[config.mk]
export PLATFORM = sky130hd
export DESIGN_NAME = apb_uart_fifo
export DESIGN_NICKNAME = d
export VERILOG_FILES = /design/src/rtl/apb_uart_fifo_pkg.sv /design/src/rtl/uart_sync_fifo.sv /design/src/rtl/apb_uart_fifo.sv
export SDC_FILE = /design/constraint.sdc
export NUM_CORES = 1
export LEC_CHECK = 0
export CORE_MARGIN = 5
export CORE_UTILIZATION = 30
export CTS_BUF_LIST = sky130_fd_sc_hd__clkbuf_4
export CTS_CLUSTER_DIAMETER = 40
export DETAILED_ROUTE_END_ITERATION = 12
export MAX_ROUTING_LAYER = met4
export SYNTH_ARGS = -nofsm -noshare
export SYNTH_HDL_FRONTEND = slang
export SYNTH_HIERARCHICAL = 1
export SYNTH_SLANG_ARGS = --single-unit
[constraint.sdc]
create_clock -name pclk_i -period 4.8 [get_ports pclk_i]
set_input_delay 0.96 -clock pclk_i [delete_from_list [all_inputs] [get_ports pclk_i]]
set_output_delay 0.96 -clock pclk_i [all_outputs]
set_load 0.05 [all_outputs]
[src/rtl/apb_uart_fifo_pkg.sv]
// Shared constants and FSM encodings for the APB UART with TX/RX FIFOs.
// APB_UART_LOOPBACK_EN adds CTRL[4] internal loopback.
package apb_uart_fifo_pkg;

    localparam int unsigned OFF_CTRL   = 32'h00;
    localparam int unsigned OFF_BAUD   = 32'h04;
    localparam int unsigned OFF_TXDATA = 32'h08;
    localparam int unsigned OFF_RXDATA = 32'h0C;
    localparam int unsigned OFF_STATUS = 32'h10;
    localparam int unsigned OFF_IEN    = 32'h14;

    localparam int unsigned CTRL_TX_EN   = 0;
    localparam int unsigned CTRL_RX_EN   = 1;
    localparam int unsigned CTRL_PAR_EN  = 2;
    localparam int unsigned CTRL_PAR_ODD = 3;
    localparam int unsigned CTRL_LOOP    = 4;

`ifdef APB_UART_LOOPBACK_EN
    localparam int unsigned CTRL_W = CTRL_LOOP + 1;
`else
    localparam int unsigned CTRL_W = CTRL_PAR_ODD + 1;
`endif

    localparam int unsigned ST_TX_FULL  = 0;
    localparam int unsigned ST_TX_EMPTY = 1;
    localparam int unsigned ST_RX_FULL  = 2;
    localparam int unsigned ST_RX_EMPTY = 3;
    localparam int unsigned ST_OVERRUN  = 4;
    localparam int unsigned ST_FRAME    = 5;
    localparam int unsigned ST_PARITY   = 6;

    localparam logic [15:0] MIN_BAUD = 16'd4;

    typedef enum logic [2:0] {
        TX_IDLE,
        TX_START,
        TX_DATA,
        TX_PAR,
        TX_STOP
    } tx_state_e;

    typedef enum logic [2:0] {
        RX_IDLE,
        RX_START,
        RX_DATA,
        RX_PAR,
        RX_STOP
    } rx_state_e;

endpackage

[src/rtl/uart_sync_fifo.sv]
// Single-clock first-word-fall-through FIFO with occupancy count.
// A push into a full FIFO is taken only when a pop happens on the same cycle.
module uart_sync_fifo #(
    parameter int unsigned WIDTH = 8,
    parameter int unsigned DEPTH = 8
) (
    input  logic                     clk,
    input  logic                     rst_n,
    input  logic                     push,
    input  logic                     pop,
    input  logic [WIDTH-1:0]         wdata,
    output logic [WIDTH-1:0]         rdata,
    output logic                     full,
    output logic                     empty,
    output logic [$clog2(DEPTH):0]   level
);

    localparam int unsigned AW = $clog2(DEPTH);

    logic [WIDTH-1:0] mem [DEPTH];
    logic [AW-1:0]    wr_ptr;
    logic [AW-1:0]    rd_ptr;
    logic             do_push;
    logic             do_pop;

    assign empty   = level == '0;
    assign full    = level == (AW+1)'(DEPTH);
    assign do_pop  = pop & ~empty;
    assign do_push = push & (~full | do_pop);
    assign rdata   = mem[rd_ptr];

    always_ff @(posedge clk or negedge rst_n) begin
        if (!rst_n) begin
            wr_ptr <= '0;
            rd_ptr <= '0;
            level  <= '0;
        end else begin
            if (do_push) wr_ptr <= wr_ptr + 1'b1;
            if (do_pop)  rd_ptr <= rd_ptr + 1'b1;
            case ({do_push, do_pop})
                2'b10:   level <= level + 1'b1;
                2'b01:   level <= level - 1'b1;
                default: level <= level;
            endcase
        end
    end

    always_ff @(posedge clk) begin
        if (do_push) mem[wr_ptr] <= wdata;
    end

endmodule

[src/rtl/apb_uart_fifo.sv]
// APB3 UART slave: register file, TX/RX FIFOs, TX/RX bit engines, interrupt.
// Define APB_UART_LOOPBACK_EN to add CTRL[4] internal TX->RX loopback.
module apb_uart_fifo
    import apb_uart_fifo_pkg::*;
#(
    parameter int unsigned FIFO_DEPTH = 8,
    parameter int unsigned DATA_BITS  = 8,
    parameter logic [15:0] DEF_BAUD   = 16'd868,
    parameter int unsigned ADDR_W     = 12
) (
    input  logic              pclk_i,
    input  logic              prst_ni,
    input  logic              psel_i,
    input  logic              penable_i,
    input  logic              pwrite_i,
    input  logic [ADDR_W-1:0] paddr_i,
    input  logic [31:0]       pwdata_i,
    output logic [31:0]       prdata_o,
    output logic              pready_o,
    output logic              pslverr_o,
    input  logic              rx_i,
    output logic              tx_o,
    output logic              irq_o
);

    localparam int unsigned LW = $clog2(FIFO_DEPTH) + 1;

    logic                 access, wr, rd, w1c;
    logic [ADDR_W-1:0]    addr;
    logic                 sel_ctrl, sel_baud, sel_tx;
    logic                 sel_rx, sel_st, sel_ien, mapped;
    logic [CTRL_W-1:0]    ctrl;
    logic [15:0]          baud;
    logic [6:0]           ien;
    logic                 ovr, ferr, perr, irq_q;
    logic                 set_ovr, set_ferr, set_perr;
    logic                 tx_full, tx_empty, rx_full, rx_empty;
    logic [LW-1:0]        tx_level, rx_level;
    logic [DATA_BITS-1:0] tx_rdata, rx_rdata;
    logic                 tx_push, tx_pop, rx_push, rx_pop;
    logic [31:0]          status;
    logic                 unused_bits;

    assign pready_o = 1'b1;
    assign access   = psel_i & penable_i;
    assign wr       = access & pwrite_i;
    assign rd       = access & ~pwrite_i;
    assign addr     = {paddr_i[ADDR_W-1:2], 2'b00};
    assign sel_ctrl = addr == ADDR_W'(OFF_CTRL);
    assign sel_baud = addr == ADDR_W'(OFF_BAUD);
    assign sel_tx   = addr == ADDR_W'(OFF_TXDATA);
    assign sel_rx   = addr == ADDR_W'(OFF_RXDATA);
    assign sel_st   = addr == ADDR_W'(OFF_STATUS);
    assign sel_ien  = addr == ADDR_W'(OFF_IEN);
    assign mapped   = sel_ctrl | sel_baud | sel_tx
                    | sel_rx | sel_st | sel_ien;
    assign w1c      = wr & sel_st;

    assign pslverr_o = access & (~mapped
                     | (sel_rx & pwrite_i)
                     | (sel_tx & ~pwrite_i)
                     | (sel_tx & pwrite_i & tx_full));

    assign tx_push = wr & sel_tx & ~tx_full;
    assign rx_pop  = rd & sel_rx & ~rx_empty;
    assign irq_o   = irq_q;

    assign unused_bits = ^{pwdata_i[31:16], paddr_i[1:0]};

    always_comb begin
        status = '0;
        status[ST_TX_FULL]  = tx_full;
        status[ST_TX_EMPTY] = tx_empty;
        status[ST_RX_FULL]  = rx_full;
        status[ST_RX_EMPTY] = rx_empty;
        status[ST_OVERRUN]  = ovr;
        status[ST_FRAME]    = ferr;
        status[ST_PARITY]   = perr;
        status[15:8]        = 8'(tx_level);
        status[23:16]       = 8'(rx_level);
    end

    always_comb begin
        prdata_o = '0;
        if (rd) begin
            unique case (1'b1)
                sel_ctrl: prdata_o = 32'(ctrl);
                sel_baud: prdata_o = {16'h0, baud};
                sel_rx:   prdata_o = rx_empty ? '0 : 32'(rx_rdata);
                sel_st:   prdata_o = status;
                sel_ien:  prdata_o = {25'h0, ien};
                default:  prdata_o = '0;
            endcase
        end
    end

    always_ff @(posedge pclk_i or negedge prst_ni) begin
        if (!prst_ni) begin
            ctrl <= '0;
            baud <= DEF_BAUD;
            ien  <= '0;
        end else if (wr) begin
            if (sel_ctrl) ctrl <= pwdata_i[CTRL_W-1:0];
            if (sel_baud) baud <= (pwdata_i[15:0] < MIN_BAUD)
                                  ? MIN_BAUD : pwdata_i[15:0];
            if (sel_ien)  ien  <= pwdata_i[6:0];
        end
    end

    // Setting an error wins over a W1C landing on the same cycle.
    always_ff @(posedge pclk_i or negedge prst_ni) begin
        if (!prst_ni) begin
            ovr   <= 1'b0;
            ferr  <= 1'b0;
            perr  <= 1'b0;
            irq_q <= 1'b0;
        end else begin
            ovr   <= set_ovr  | (ovr  & ~(w1c & pwdata_i[ST_OVERRUN]));
            ferr  <= set_ferr | (ferr & ~(w1c & pwdata_i[ST_FRAME]));
            perr  <= set_perr | (perr & ~(w1c & pwdata_i[ST_PARITY]));
            irq_q <= |(status[6:0] & ien);
        end
    end

    uart_sync_fifo #(.WIDTH(DATA_BITS), .DEPTH(FIFO_DEPTH)) u_tx_fifo (
        .clk   (pclk_i),
        .rst_n (prst_ni),
        .push  (tx_push),
        .pop   (tx_pop),
        .wdata (pwdata_i[DATA_BITS-1:0]),
        .rdata (tx_rdata),
        .full  (tx_full),
        .empty (tx_empty),
        .level (tx_level)
    );

    logic [DATA_BITS-1:0] rx_shift;

    uart_sync_fifo #(.WIDTH(DATA_BITS), .DEPTH(FIFO_DEPTH)) u_rx_fifo (
        .clk   (pclk_i),
        .rst_n (prst_ni),
        .push  (rx_push),
        .pop   (rx_pop),
        .wdata (rx_shift),
        .rdata (rx_rdata),
        .full  (rx_full),
        .empty (rx_empty),
        .level (rx_level)
    );

    // ---------------- transmitter ----------------
    tx_state_e            tx_state, tx_next;
    logic [15:0]          tx_cnt, tx_div;
    logic [2:0]           tx_bit;
    logic [DATA_BITS-1:0] tx_shift;
    logic                 tx_par, tx_par_en, tx_line, tx_val;
    logic                 tx_go, tx_tick, tx_last;

    assign tx_go   = ctrl[CTRL_TX_EN] & ~tx_empty;
    assign tx_tick = tx_cnt == tx_div - 1'b1;
    assign tx_last = tx_bit == 3'(DATA_BITS - 1);

    always_ff @(posedge pclk_i or negedge prst_ni) begin
        if (!prst_ni) tx_state <= TX_IDLE;
        else          tx_state <= tx_next;
    end

    always_comb begin
        tx_next = tx_state;
        unique case (tx_state)
            TX_IDLE:  if (tx_go) tx_next = TX_START;
            TX_START: if (tx_tick) tx_next = TX_DATA;
            TX_DATA:  if (tx_tick && tx_last)
                          tx_next = tx_par_en ? TX_PAR : TX_STOP;
            TX_PAR:   if (tx_tick) tx_next = TX_STOP;
            TX_STOP:  if (tx_tick)
                          tx_next = tx_go ? TX_START : TX_IDLE;
            default:  tx_next = TX_IDLE;
        endcase
    end

    always_comb begin
        tx_pop = tx_go & ((tx_state == TX_IDLE)
               | ((tx_state == TX_STOP) & tx_tick));
        unique case (tx_state)
            TX_START: tx_val = 1'b0;
            TX_DATA:  tx_val = tx_shift[0];
            TX_PAR:   tx_val = tx_par;
            default:  tx_val = 1'b1;
        endcase
    end

    // Divisor and parity mode are frozen for the whole character.
    always_ff @(posedge pclk_i or negedge prst_ni) begin
        if (!prst_ni) begin
            tx_cnt    <= '0;
            tx_div    <= DEF_BAUD;
            tx_bit    <= '0;
            tx_shift  <= '0;
            tx_par    <= 1'b0;
            tx_par_en <= 1'b0;
            tx_line   <= 1'b1;
        end else begin
            tx_line <= tx_val;
            if (tx_pop) begin
                tx_cnt    <= '0;
                tx_div    <= baud;
                tx_bit    <= '0;
                tx_shift  <= tx_rdata;
                tx_par    <= (^tx_rdata) ^ ctrl[CTRL_PAR_ODD];
                tx_par_en <= ctrl[CTRL_PAR_EN];
            end else if (tx_state != TX_IDLE) begin
                if (tx_tick) begin
                    tx_cnt <= '0;
                    if (tx_state == TX_DATA) begin
                        tx_shift <= tx_shift >> 1;
                        tx_bit   <= tx_bit + 1'b1;
                    end
                end else begin
                    tx_cnt <= tx_cnt + 1'b1;
                end
            end
        end
    end

    // ---------------- receiver ----------------
    logic rx_src;

`ifdef APB_UART_LOOPBACK_EN
    assign tx_o   = ctrl[CTRL_LOOP] ? 1'b1 : tx_line;
    assign rx_src = ctrl[CTRL_LOOP] ? tx_line : rx_i;
`else
    assign tx_o   = tx_line;
    assign rx_src = rx_i;
`endif

    rx_state_e   rx_state, rx_next;
    logic [15:0] rx_cnt, rx_div;
    logic [2:0]  rx_bit;
    logic        rx_s1, rx_s2, rx_prev;
    logic        rx_pbit, rx_par_en, rx_par_odd;
    logic        rx_en, rx_fall, rx_tick, rx_half, rx_last;
    logic        rx_done, rx_par_ok;

    assign rx_en   = ctrl[CTRL_RX_EN];
    assign rx_fall = rx_prev & ~rx_s2;
    assign rx_tick = rx_cnt == rx_div - 1'b1;
    assign rx_half = rx_cnt == (rx_div >> 1);
    assign rx_last = rx_bit == 3'(DATA_BITS - 1);

    always_ff @(posedge pclk_i or negedge prst_ni) begin
        if (!prst_ni) begin
            rx_s1    <= 1'b1;
            rx_s2    <= 1'b1;
            rx_prev  <= 1'b1;
            rx_state <= RX_IDLE;
        end else begin
            rx_s1    <= rx_src;
            rx_s2    <= rx_s1;
            rx_prev  <= rx_s2;
            rx_state <= rx_next;
        end
    end

    always_comb begin
        rx_next = rx_state;
        if (!rx_en) begin
            rx_next = RX_IDLE;
        end else begin
            unique case (rx_state)
                RX_IDLE:  if (rx_fall) rx_next = RX_START;
                RX_START: if (rx_half)
                              rx_next = rx_s2 ? RX_IDLE : RX_DATA;
                RX_DATA:  if (rx_tick && rx_last)
                              rx_next = rx_par_en ? RX_PAR : RX_STOP;
                RX_PAR:   if (rx_tick) rx_next = RX_STOP;
                RX_STOP:  if (rx_tick) rx_next = RX_IDLE;
                default:  rx_next = RX_IDLE;
            endcase
        end
    end

    always_comb begin
        rx_done   = rx_en & (rx_state == RX_STOP) & rx_tick;
        rx_par_ok = ~rx_par_en
                  | (rx_pbit == ((^rx_shift) ^ rx_par_odd));
        set_ferr  = rx_done & ~rx_s2;
        set_perr  = rx_done & rx_s2 & ~rx_par_ok;
        rx_push   = rx_done & rx_s2 & rx_par_ok;
        set_ovr   = rx_push & rx_full & ~rx_pop;
    end

    always_ff @(posedge pclk_i or negedge prst_ni) begin
        if (!prst_ni) begin
            rx_cnt     <= '0;
            rx_div     <= DEF_BAUD;
            rx_bit     <= '0;
            rx_shift   <= '0;
            rx_pbit    <= 1'b0;
            rx_par_en  <= 1'b0;
            rx_par_odd <= 1'b0;
        end else begin
            if (rx_state == RX_IDLE) begin
                rx_cnt     <= '0;
                rx_div     <= baud;
                rx_bit     <= '0;
                rx_par_en  <= ctrl[CTRL_PAR_EN];
                rx_par_odd <= ctrl[CTRL_PAR_ODD];
            end else if ((rx_state == RX_START && rx_half)
                         || rx_tick) begin
                rx_cnt <= '0;
            end else begin
                rx_cnt <= rx_cnt + 1'b1;
            end
            if (rx_state == RX_DATA && rx_tick) begin
                rx_shift <= {rx_s2, rx_shift[DATA_BITS-1:1]};
                rx_bit   <= rx_bit + 1'b1;
            end
            if (rx_state == RX_PAR && rx_tick) rx_pbit <= rx_s2;
        end
    end

endmodule

Word level (Yosys, flattened, before mapping)
Memory sizes are Yosys's and may differ from the RTL's.
Index checks and enable logic that the tools add are counted.
{"block": "word_totals", "regBits": 152, "mem_bits_rw": 128, "inputBits": 50, "output_inout_bits": 36, "wordCells": 220, "n_memories": 2}
{"block": "classes", "addsub": 14, "n_lt_le_gt_ge": 1, "eq_ne": 35, "muxes": 43, "bitwise": 66, "n_reduce_logical": 27}
{"memory": "u_rx_fifo.mem", "words": 8, "word_bits": 8, "rd": 1, "rd_ports_with_merged_regs": 0, "write_ports": 1, "line": "uart_sync_fifo.sv:20", "source": "logic [WIDTH-1:0] mem [DEPTH];"}
{"memory": "u_tx_fifo.mem", "words": 8, "word_bits": 8, "rd": 1, "rd_ports_with_merged_regs": 0, "write_ports": 1, "line": "uart_sync_fifo.sv:20"}
{"cell": "case mux 20 bit (5 select lines)", "count": 1}
{"cell": "two-way mux 16 bit", "count": 6}
{"cell": "two-way mux 3 bit", "count": 19}
{"cell": "two-way mux 8 bit", "count": 5}
{"cell": "bitwise AND 1 bit", "count": 35}
{"cell": "adder 16 x 1 -> 16 bit (second input constant)", "count": 2}
{"cell": "equality test 16 bit", "count": 2}
{"cell": "subtractor 16 x 1 -> 16 bit (second input constant)", "count": 2}
{"cell": "case mux 3 bit (5 select lines)", "count": 2}
{"cell": "equality test 10 x 2 -> 1 bit (second input constant)", "count": 2}
{"cell": "equality test 10 x 3 -> 1 bit (second input constant)", "count": 2}
{"cell": "two-way mux 20 bit", "count": 1}
{"cell": "adder 3 x 1 -> 3 bit (second input constant)", "count": 6}
{"cell": "equality test 16 x 15 -> 1 bit", "count": 1}
{"cell": "less-than comparator 16 x 3 -> 1 bit (second input constant)", "count": 1}
{"cell": "case mux 4 bit (2 select lines)", "count": 2}
{"cell": "parity 8 bit", "count": 2}
{"cell": "!= test 3 bit (second input constant)", "count": 5}
{"cell": "OR 1 bit", "count": 15}
{"cell": "inverter 1 bit", "count": 13}
{"cell": "equality test 3 x 2 -> 1 bit (second input constant)", "count": 4}
{"cell": "equality test 3 bit (second input constant)", "count": 4}
{"cell": "logical NOT 12 bit", "count": 1}
{"cell": "nonzero test 2 bit", "count": 6}
{"cell": "other kinds (23)", "count": 47}

Logic depth before layout (Yosys ltp)
Gate-level depths: netlist of run 1.
{"block": "logic_depth", "ltp_word": 11, "depth_mapped": 20, "ltp_nobuf": 18}

By module
Netlist of run 1, hierarchy kept.
{"module": "apb_uart_fifo", "n_inst": 1, "cells_per_inst": 793, "area_per_inst_um2": 7870.0, "seq_area_each_um2": 3326.9}
{"module": "uart_sync_fifo", "n_inst": 2, "cells_per_inst": 162, "area_per_inst_um2": 3113.0, "seq_area_each_um2": 2172.1}

Least setup slack after synthesis of run 1
Ideal clock, no wire load.
{"block": "synth_timing", "kind": "input port to output port", "startpoint": "input port paddr_i[9]", "endpoint": "output port prdata_o[2]", "t_arrival_ns": 3.318, "t_required_ns": 3.840, "setup_slack_ns": 0.522, "stages": 8, "n_path_buf": 1, "path_cell_list": "nor4_1 -> nand2_1 -> nor3b_1 -> clkbuf_1 -> a221oi_1 -> nor2_1 -> a21oi_1 -> nor2_1"}
{"block": "synth_between", "elab_chain_len": 3, "word_cells_on_any_way": 7, "cone_classes": "eq/ne: 4; mux: 2; reduce/logical: 1"}
{"item": "start: declaration", "line": "apb_uart_fifo.sv:16", "source": "input logic [ADDR_W-1:0] paddr_i,"}
{"item": "equality test 10 x 3 -> 1 bit (tied with other cells)", "line": "apb_uart_fifo.sv:54", "source": "assign sel_ien = addr == ADDR_W'(OFF_IEN);"}
{"item": "case mux 20 bit (5 select lines) *", "line": "apb_uart_fifo.sv:86", "source": "unique case (1'b1)"}
{"item": "two-way mux 20 bit *", "line": "apb_uart_fifo.sv:85", "source": "if (rd) begin"}
{"item": "end: declaration", "line": "apb_uart_fifo.sv:18", "source": "output logic [31:0] prdata_o,"}
Every way passes the cells marked *; elsewhere a longest branch is shown, timed or not.

Worst setup path in the final report of run 1
{"block": "layout_timing", "startpoint": "register tx_div[4]", "endpoint": "register u_tx_fifo.level[3]"}
{"block": "layout_between", "elab_chain_len": 10, "word_cells_on_any_way": 12, "cone_classes": "add/sub: 1; eq/ne: 3; mux: 1; bitwise: 6; reduce/logical: 1"}
{"item": "start: declaration", "line": "apb_uart_fifo.sv:153", "source": "logic [15:0] tx_cnt, tx_div;"}
{"item": "start signal: assignment", "line": "apb_uart_fifo.sv:207", "source": "tx_div <= baud;"}
{"item": "subtractor 16 x 1 -> 16 bit *", "line": "apb_uart_fifo.sv:160", "source": "assign tx_tick = tx_cnt == tx_div - 1'b1;"}
{"item": "equality test 16 bit *", "line": "apb_uart_fifo.sv:160"}
{"item": "bitwise AND 1 bit *", "line": "apb_uart_fifo.sv:184", "source": "| ((tx_state == TX_STOP) & tx_tick));"}
{"item": "OR 1 bit *", "line": "apb_uart_fifo.sv:184"}
{"item": "bitwise AND 1 bit *", "line": "apb_uart_fifo.sv:183", "source": "tx_pop = tx_go & ((tx_state == TX_IDLE)"}
{"item": "via tx_pop", "line": "apb_uart_fifo.sv:40", "source": "logic tx_push, tx_pop, rx_push, rx_pop;"}
{"item": "bitwise AND 1 bit *", "line": "uart_sync_fifo.sv:28", "source": "assign do_pop = pop & ~empty;"}
{"item": "OR 1 bit", "line": "uart_sync_fifo.sv:29", "source": "assign do_push = push & (~full | do_pop);"}
{"item": "bitwise AND 1 bit", "line": "uart_sync_fifo.sv:29"}
{"item": "equality test 2 x 1 -> 1 bit or equality test 2 bit (tied branches)", "line": "uart_sync_fifo.sv:40", "source": "case ({do_push, do_pop})"}
{"item": "case mux 4 bit (2 select lines) or nonzero test 2 bit (tied branches)"}
{"item": "end signal: assignment", "line": "uart_sync_fifo.sv:41", "source": "2'b10: level <= level + 1'b1;"}
{"item": "end signal: assignment", "line": "uart_sync_fifo.sv:42", "source": "2'b01: level <= level - 1'b1;"}
{"item": "end signal: assignment", "line": "uart_sync_fifo.sv:43", "source": "default: level <= level;"}
{"item": "end: declaration", "line": "uart_sync_fifo.sv:15", "source": "output logic [$clog2(DEPTH):0] level"}
Mark *: on every way through the listed nets, which the timed path passes. The rest lies on a longest branch.
A chain may end at the register's enable or synchronous reset.

==> results.tsv, run 1 <==
stage	metric	value	unit
yosys	Synth area leaders	edfxtp_1 (27%), dfrtp_1 (24%), mux2_2 (6.1%)	
worst_setup_path	slowest stage delay, CP	630	ps
layout	fin cells	1904	
worst_setup_path	crit path DAT	5130	ps
pwr	Combinational Power Share	5.0	%
place	Port Buf Inserts	54	
grt	vias in the first global route	9487	
route	DR WL met3	1370	um
die	Die ar.	51420	um^2
worst_setup_path	R2R depth	16	
pwr	Flop pwr share	51.5	%
worst_setup_path	Reg-to-Reg End	u_tx_fifo/level[3]	
yosys	Mapped Area	14100	um^2
route	Final ANT Viol Nets	0	
grt	first-pass GRT wire length	51290	um
grt	initial antenna violation count	3	
yosys	cell with the most instances after synthesis	dfrtp_1	
clock_tree	Clock Sinks	280	
place	DP Cell Count	1756	
worst_setup_path	delay-heaviest family, CP	simple AND/OR/NAND/NOR gates	
sta	slew margin rel.	39.71	%
sta	Setup Viol. Count Final	0	
yosys	number of warnings issued by yosys	6	
sta	Worst Max-Slew Pin Slew	904.3	ps
route	vias per cell	4.898	
sta	FMAX	223.2	MHz
clock_tree	hold_buf cts	0	
worst_setup_path	CP Max Fanout	7	
grt	GRT Util Overall	12.90	%
yosys	count of state elements after synthesis	280	
sta	RSZ-0062 raised after global routing	false	
worst_setup_path	origin of the critical flop-to-flop path	tx_div[4]	
pwr	clock network power share	43.5	%
grt	grt ovf	0	
yosys	EDFF count, synth	128	
clock_tree	CTS Buffer Depth	3	
worst_setup_path	Worst Path Required	5450	ps
route	met1 wire length	13840	um
layout	fill count	4501	
sta	Clock Skew	54.57	ps
die	Ports	86	
sta	Final period util	93.36	%
grt	largest net degree at the start of global routing	90	
pwr	Switching Share	24.34	%
yosys	leading area contributor after synthesis	edfxtp_1	
route	Final Routed Wirelength	32170	um
die	Rows	79	
yosys	ys flop type	dfrtp_1	
clock_tree	CTS tree	done	
route	Via Count	9325	
die	Die Ht	226.8	um
layout	nets@finish	1298	
worst_setup_path	Worst setup SP type	flip-flop	
sta	Final Max Tran Viols	0	
layout	Area growth, synth to finish	17.29	%
worst_hold_path	hold crit path type	in2async	
clock_tree	clk root buf	clkbuf_4	
worst_setup_path	Slowest cell on crit path	or4_1	
pwr	leakage	6.823	nW
yosys	Synth top area share	27.27	%
route	drt initial violations	614	
yosys	Post-Syn Instances	1117	
route	drt drc	0	
worst_setup_path	Buf/Inv on CP	2	
clock_tree	CTS H-tree lvls	3	
pwr	worst vdd ir	0.1521	mV
worst_setup_path	CP Class	reg2reg	
die	area of the core	46560	um^2
worst_setup_path	crit end category	flip-flop	
run	Max Cap Violations	0	
yosys	Synth top cells by count	dfrtp_1 (133), edfxtp_1 (128), nor2_1 (82), mux2_2 (76), nand2_1 (61)	
clock_tree	worst skew pair latency	720	ps
yosys	Netlist cell types	81	
route	DR WL met2	16060	um
sta	final hold violation count	0	
pwr	pwr dens	300.8	nW/um^2
yosys	Seq/Total Area, Yosys	54.42	%
status	outcome	completed	
route	detailed-router iteration count before antenna repair	5	
worst_setup_path	Cell Chain, Critical Path	or4_1, nor2_1, o211ai_1, a2111oi_0, o311ai_1, or2_1, a21o_1, inv_1, o21ai_2, or2_2, inv_1, ha_1, or2_2, nand3_1, mux2_2, nand3b_1	
place	post-DP HPWL	22330	um
clock_tree	Reg clk slew, reported paths	70	ps
die	width of the chip	226.8	um
route	DR WL/cell	16.90	um
place	GPL Wtd Cong	0.8744	
yosys	Post-synth ARST share	54.29	%
clock_tree	CTS Buf Count	79	
layout	layout cell share with drive strength beyond 1	26.23	%
pwr	internal cell power	3.763	mW
pwr	Psw	1.210	mW
route	Max Used Layer	met4	
yosys	syn_area_per_cell	12.62	um^2
sta	min cycle time layout	4481	ps
sta	post-route setup TNS	0	ps
worst_setup_path	reg-to-reg slack, setup	320	ps
die	Starting Density	30.28	%
[kinds of logic (layout without fill, tap and decap cells)]
family / count (synthesis) / after routing / synth area share [%]
adder cells (fa/ha/maj): 18 / 18 / 1.704
multiplexers: 122 / 122 / 12.75
buffers and inverters: 100 / 268 / 3.781
flip-flops: 280 / 280 / 54.42
XOR/XNOR: 109 / 109 / 6.773
AO/OA/AOI/OAI: 153 / 153 / 8.148
AND/OR/NAND/NOR: 333 / 333 / 12.37
other: 2 / 14 / 0.05328
[routing by layer]
layer / GRT usage [%] / vias to the layer above
met5: - / -
met2: 21.02 / 212
met1: 15.71 / 4635
met4: 4.774 / 0
met3: 3.042 / 66
li1: - / 4412
[worst max path at each step]
stage	start	to	slack, ps	cells past startpoint
2_1_floorplan	paddr_i[9]	prdata_o[2]	520	8
3_3_place_gp	rx_div[0]	u_rx_fifo/level[3]	300	16
3_5_place_dp	rx_div[0]	u_rx_fifo/level[3]	280	16
4_1_cts	rx_div[0]	u_rx_fifo/level[3]	230	16
5_1_grt	tx_div[4]	u_tx_fifo/level[3]	20	16
6_report	tx_div[4]	u_tx_fifo/level[3]	320	16
[sequential cells by signal, summed over array words and instances (netlist names), 3 cells and up]
register          flops
baud                 16
ctrl                  4
ien                   7
rx_bit                3
rx_cnt               16
rx_div               16
rx_shift              8
rx_state              3
tx_bit                3
tx_cnt               16
tx_div               16
tx_shift              8
tx_state              3
u_rx_fifo/level       4
u_rx_fifo/mem        64
u_rx_fifo/rd_ptr      3
u_rx_fifo/wr_ptr      3
u_tx_fifo/level       4
u_tx_fifo/mem        64
u_tx_fifo/rd_ptr      3
u_tx_fifo/wr_ptr      3
[per-stage QoR]
stage	setup slack [ps]	area [um^2]	utilization (%)	total power [mW]	hold WS, ps
after detailed placement	275.4	15510	33.32	2.860	348.4
after CTS	230.2	16520	35.49	5.074	294.0
after global routing	17.89	16530	35.51	5.227	324.2
final	318.9	16530	35.51	4.973	338.5
after global placement	303.5	15510	33.32	2.853	348.3
after floorplan	522.5	14140	-	2.761	345.2
[power groups by stage]
stage / combinational [mW] / sequential [mW] / clock (mW)
after floorplan: 0.163 / 2.60 / 0
after global placement: 0.248 / 2.61 / 0
after detailed placement: 0.254 / 2.61 / 0
after CTS: 0.254 / 2.56 / 2.26
after global routing: 0.279 / 2.56 / 2.39
final: 0.250 / 2.56 / 2.16
[final cells by class]
cell class	instances	area, um^2	share of cell area [%]
flip-flops and latches	280	7671	46.40
multi-input cells	748	5957	36.03
repair buffers	91	1020	6.168
clock buffers	118	885.9	5.358
well taps	607	759.5	4.594
clock inverters	29	125.1	0.7568
inverters	30	112.6	0.6811
diodes	1	2.502	0.01514
[placed cells by master, fill, tap and decap left out, types with 6 or more instances in the layout]
cell             netlist  routed
a21oi_1               19      19
a221oi_1               8       8
a22o_1                 8       8
a2bb2oi_1              6       6
a31oi_1                7       7
and2_1                 6       6
and3_1                13      13
buf_12                 0      20
buf_4                 19      37
clkbuf_4               0     118
clkdlybuf4s50_1        0      33
clkinv_1               0      20
conb_1                 2      13
dfrtp_1              133     133
dfstp_2               19      19
edfxtp_1             128     128
ha_1                  16      15
inv_1                 30      30
mux2_2                76      76
mux2_4                 7       7
mux2i_1                7       7
mux4_1                12      12
mux4_2                20      20
nand2_1               61      61
nand2b_1              16      16
nand3_1               37      37
nand4_1                7       7
nor2_1                82      82
nor2b_1               11      11
nor3_1                30      28
nor4_1                19      18
o21ai_0               30      30
o22a_1                 6       6
o31ai_1               13      13
or2_2                  9       9
or3_1                 12      12
xnor2_1               51      51
xor2_1                58      58
[what timing repair did]
item,in CTS,in global routing
resized for setup,0,2
setup buffers,0,0
setup endpoints to repair,0,1
(Power assumes the default switching activity.)
==> run 2: changes to the inputs <==
--- a/config.mk
+++ b/config.mk
@@ -11,6 +11,7 @@
 export CTS_CLUSTER_DIAMETER = 40
 export DETAILED_ROUTE_END_ITERATION = 12
 export MAX_ROUTING_LAYER = met4
+export REMOVE_ABC_BUFFERS = 1
 export SYNTH_ARGS = -nofsm -noshare
 export SYNTH_HDL_FRONTEND = slang
 export SYNTH_HIERARCHICAL = 1
==> results.tsv, run 2 (same netlist as run 1, synthesis figures left out) <==
stage	metric	value	unit
clock_tree	CTS H-tree lvls	3	
layout	fill count	4492	
die	Rows	79	
sta	Clock Skew	43.20	ps
worst_setup_path	CP Class	reg2reg	
sta	min cycle time layout	4476	ps
sta	Final period util	93.26	%
pwr	pwr dens	300.0	nW/um^2
place	Port Buf Inserts	54	
worst_setup_path	R2R depth	16	
clock_tree	CTS tree	done	
worst_setup_path	Slowest cell on crit path	or4b_2	
worst_setup_path	CP Max Fanout	7	
clock_tree	hold_buf cts	0	
grt	largest net degree at the start of global routing	86	
place	post-DP HPWL	22210	um
place	Area after DPL	15530	um^2
pwr	worst vdd ir	0.1388	mV
sta	Worst Max-Slew Pin Slew	1020	ps
layout	layout cell share with drive strength beyond 1	26.64	%
layout	register area	7671	um^2
worst_setup_path	crit path DAT	5140	ps
grt	first-pass GRT wire length	51520	um
pwr	Final Power	4.970	mW
route	Via Count	9294	
clock_tree	Clock Sinks	280	
place	Placement Setup Slack	281.7	ps
layout	Final Util	35.59	%
place	GPL Wtd Cong	0.8641	
route	drt initial violations	545	
grt	initial antenna violation count	2	
clock_tree	Reg clk slew, reported paths	60	ps
route	vias per cell	4.871	
sta	Setup Viol. Count Final	0	
grt	vias in the first global route	9474	
clock_tree	CTS Buf Count	80	
layout	Finished Cell Area	16570	um^2
layout	nets@finish	1302	
worst_setup_path	Cell Chain, Critical Path	inv_1, ha_1, or4b_4, nor3_1, xnor2_1, nand2_1, or4b_2, nor4_1, and3_1, or2_2, inv_1, ha_1, or2_2, a21oi_1, mux2i_1, nand3b_1	
clock_tree	worst skew pair latency	730	ps
grt	GRT Util Overall	12.96	%
worst_setup_path	reg-to-reg slack, setup	320	ps
layout	fin cells	1908	
route	Final ANT Viol Nets	0	
sta	Hold WS	307.8	ps
die	area of the core	46560	um^2
worst_setup_path	Buf/Inv on CP	2	
grt	grt ovf	0	
worst_setup_path	Worst setup SP type	flip-flop	
worst_setup_path	Worst Path Required	5470	ps
route	detailed-router iteration count before antenna repair	5	
route	drt drc	0	
pwr	leakage	6.861	nW
sta	Final Max Tran Viols	0	
layout	commonest cells after routing, fill and taps aside	dfrtp_1 (133), edfxtp_1 (128), clkbuf_4 (117)	
run	Max Cap Violations	0	
sta	RSZ-0062 raised after global routing	false	
sta	post-route setup TNS	0	ps
clock_tree	post-CTS setup buffers	0	
worst_setup_path	origin of the critical flop-to-flop path	rx_div[0]	
route	Final Routed Wirelength	31970	um
clock_tree	clk root buf	clkbuf_4	
clock_tree	CTS-repair resized insts	0	
worst_setup_path	crit end category	flip-flop	
status	outcome	completed	
die	Ports	86	
sta	final setup margin	323.8	ps
die	width of the chip	226.8	um
sta	FMAX	223.4	MHz
layout	Area growth, synth to finish	17.54	%
clock_tree	CTS Buffer Depth	3	
die	Die ar.	51420	um^2
place	DP Cell Count	1759	
sta	final hold violation count	0	
worst_setup_path	slowest stage delay, CP	640	ps
layout	most common cell after layout, fill and taps aside	dfrtp_1	
route	DR WL/cell	16.76	um
die	Die Ht	226.8	um
worst_setup_path	delay-heaviest family, CP	simple AND/OR/NAND/NOR gates	
worst_setup_path	Critical Path Stages	16	
sta	slew margin rel.	32.00	%
worst_setup_path	Reg-to-Reg End	u_rx_fifo/level[3]	
die	Starting Density	30.28	%
worst_hold_path	hold crit path type	in2async	
layout	multi-input logic area	5952	um^2
layout	largest registers	u_rx_fifo/mem: 64 flops, u_tx_fifo/mem: 64 flops	
-- run 2: layout make-up --
class	count	share of cell area [%]
Multi-Input combinational cell	748	35.92
Tap cell	607	4.584
Antenna cell	2	0.03021
Timing Repair Buffer	94	6.291
Sequential cell	280	46.30
Inverter	30	0.6797
Clock buffer	117	5.301
Clock inverter	30	0.8911
-- run 2: worst max path at each step --
stage | from | end
3_5_place_dp | rx_div[0] | u_rx_fifo/level[3]
4_1_cts | tx_div[4] | u_tx_fifo/level[3]
2_1_floorplan | paddr_i[9] | prdata_o[4]
5_1_grt | tx_div[4] | u_tx_fifo/level[3]
3_3_place_gp | rx_div[0] | u_rx_fifo/level[3]
6_report | rx_div[0] | u_rx_fifo/level[3]
-- run 2: routing by layer --
metal	global-route usage, %	part of all wire, %
met1	16.46	44
met2	20.58	49
met3	2.978	4.6
met4	4.328	2.1
met5	-	0
-- run 2: power by group --
group	internal [mW]	switching (mW)
Clock	1.14	1.03
Combinational	0.101	0.138
Sequential	2.53	0.0390
Total	3.77	1.20
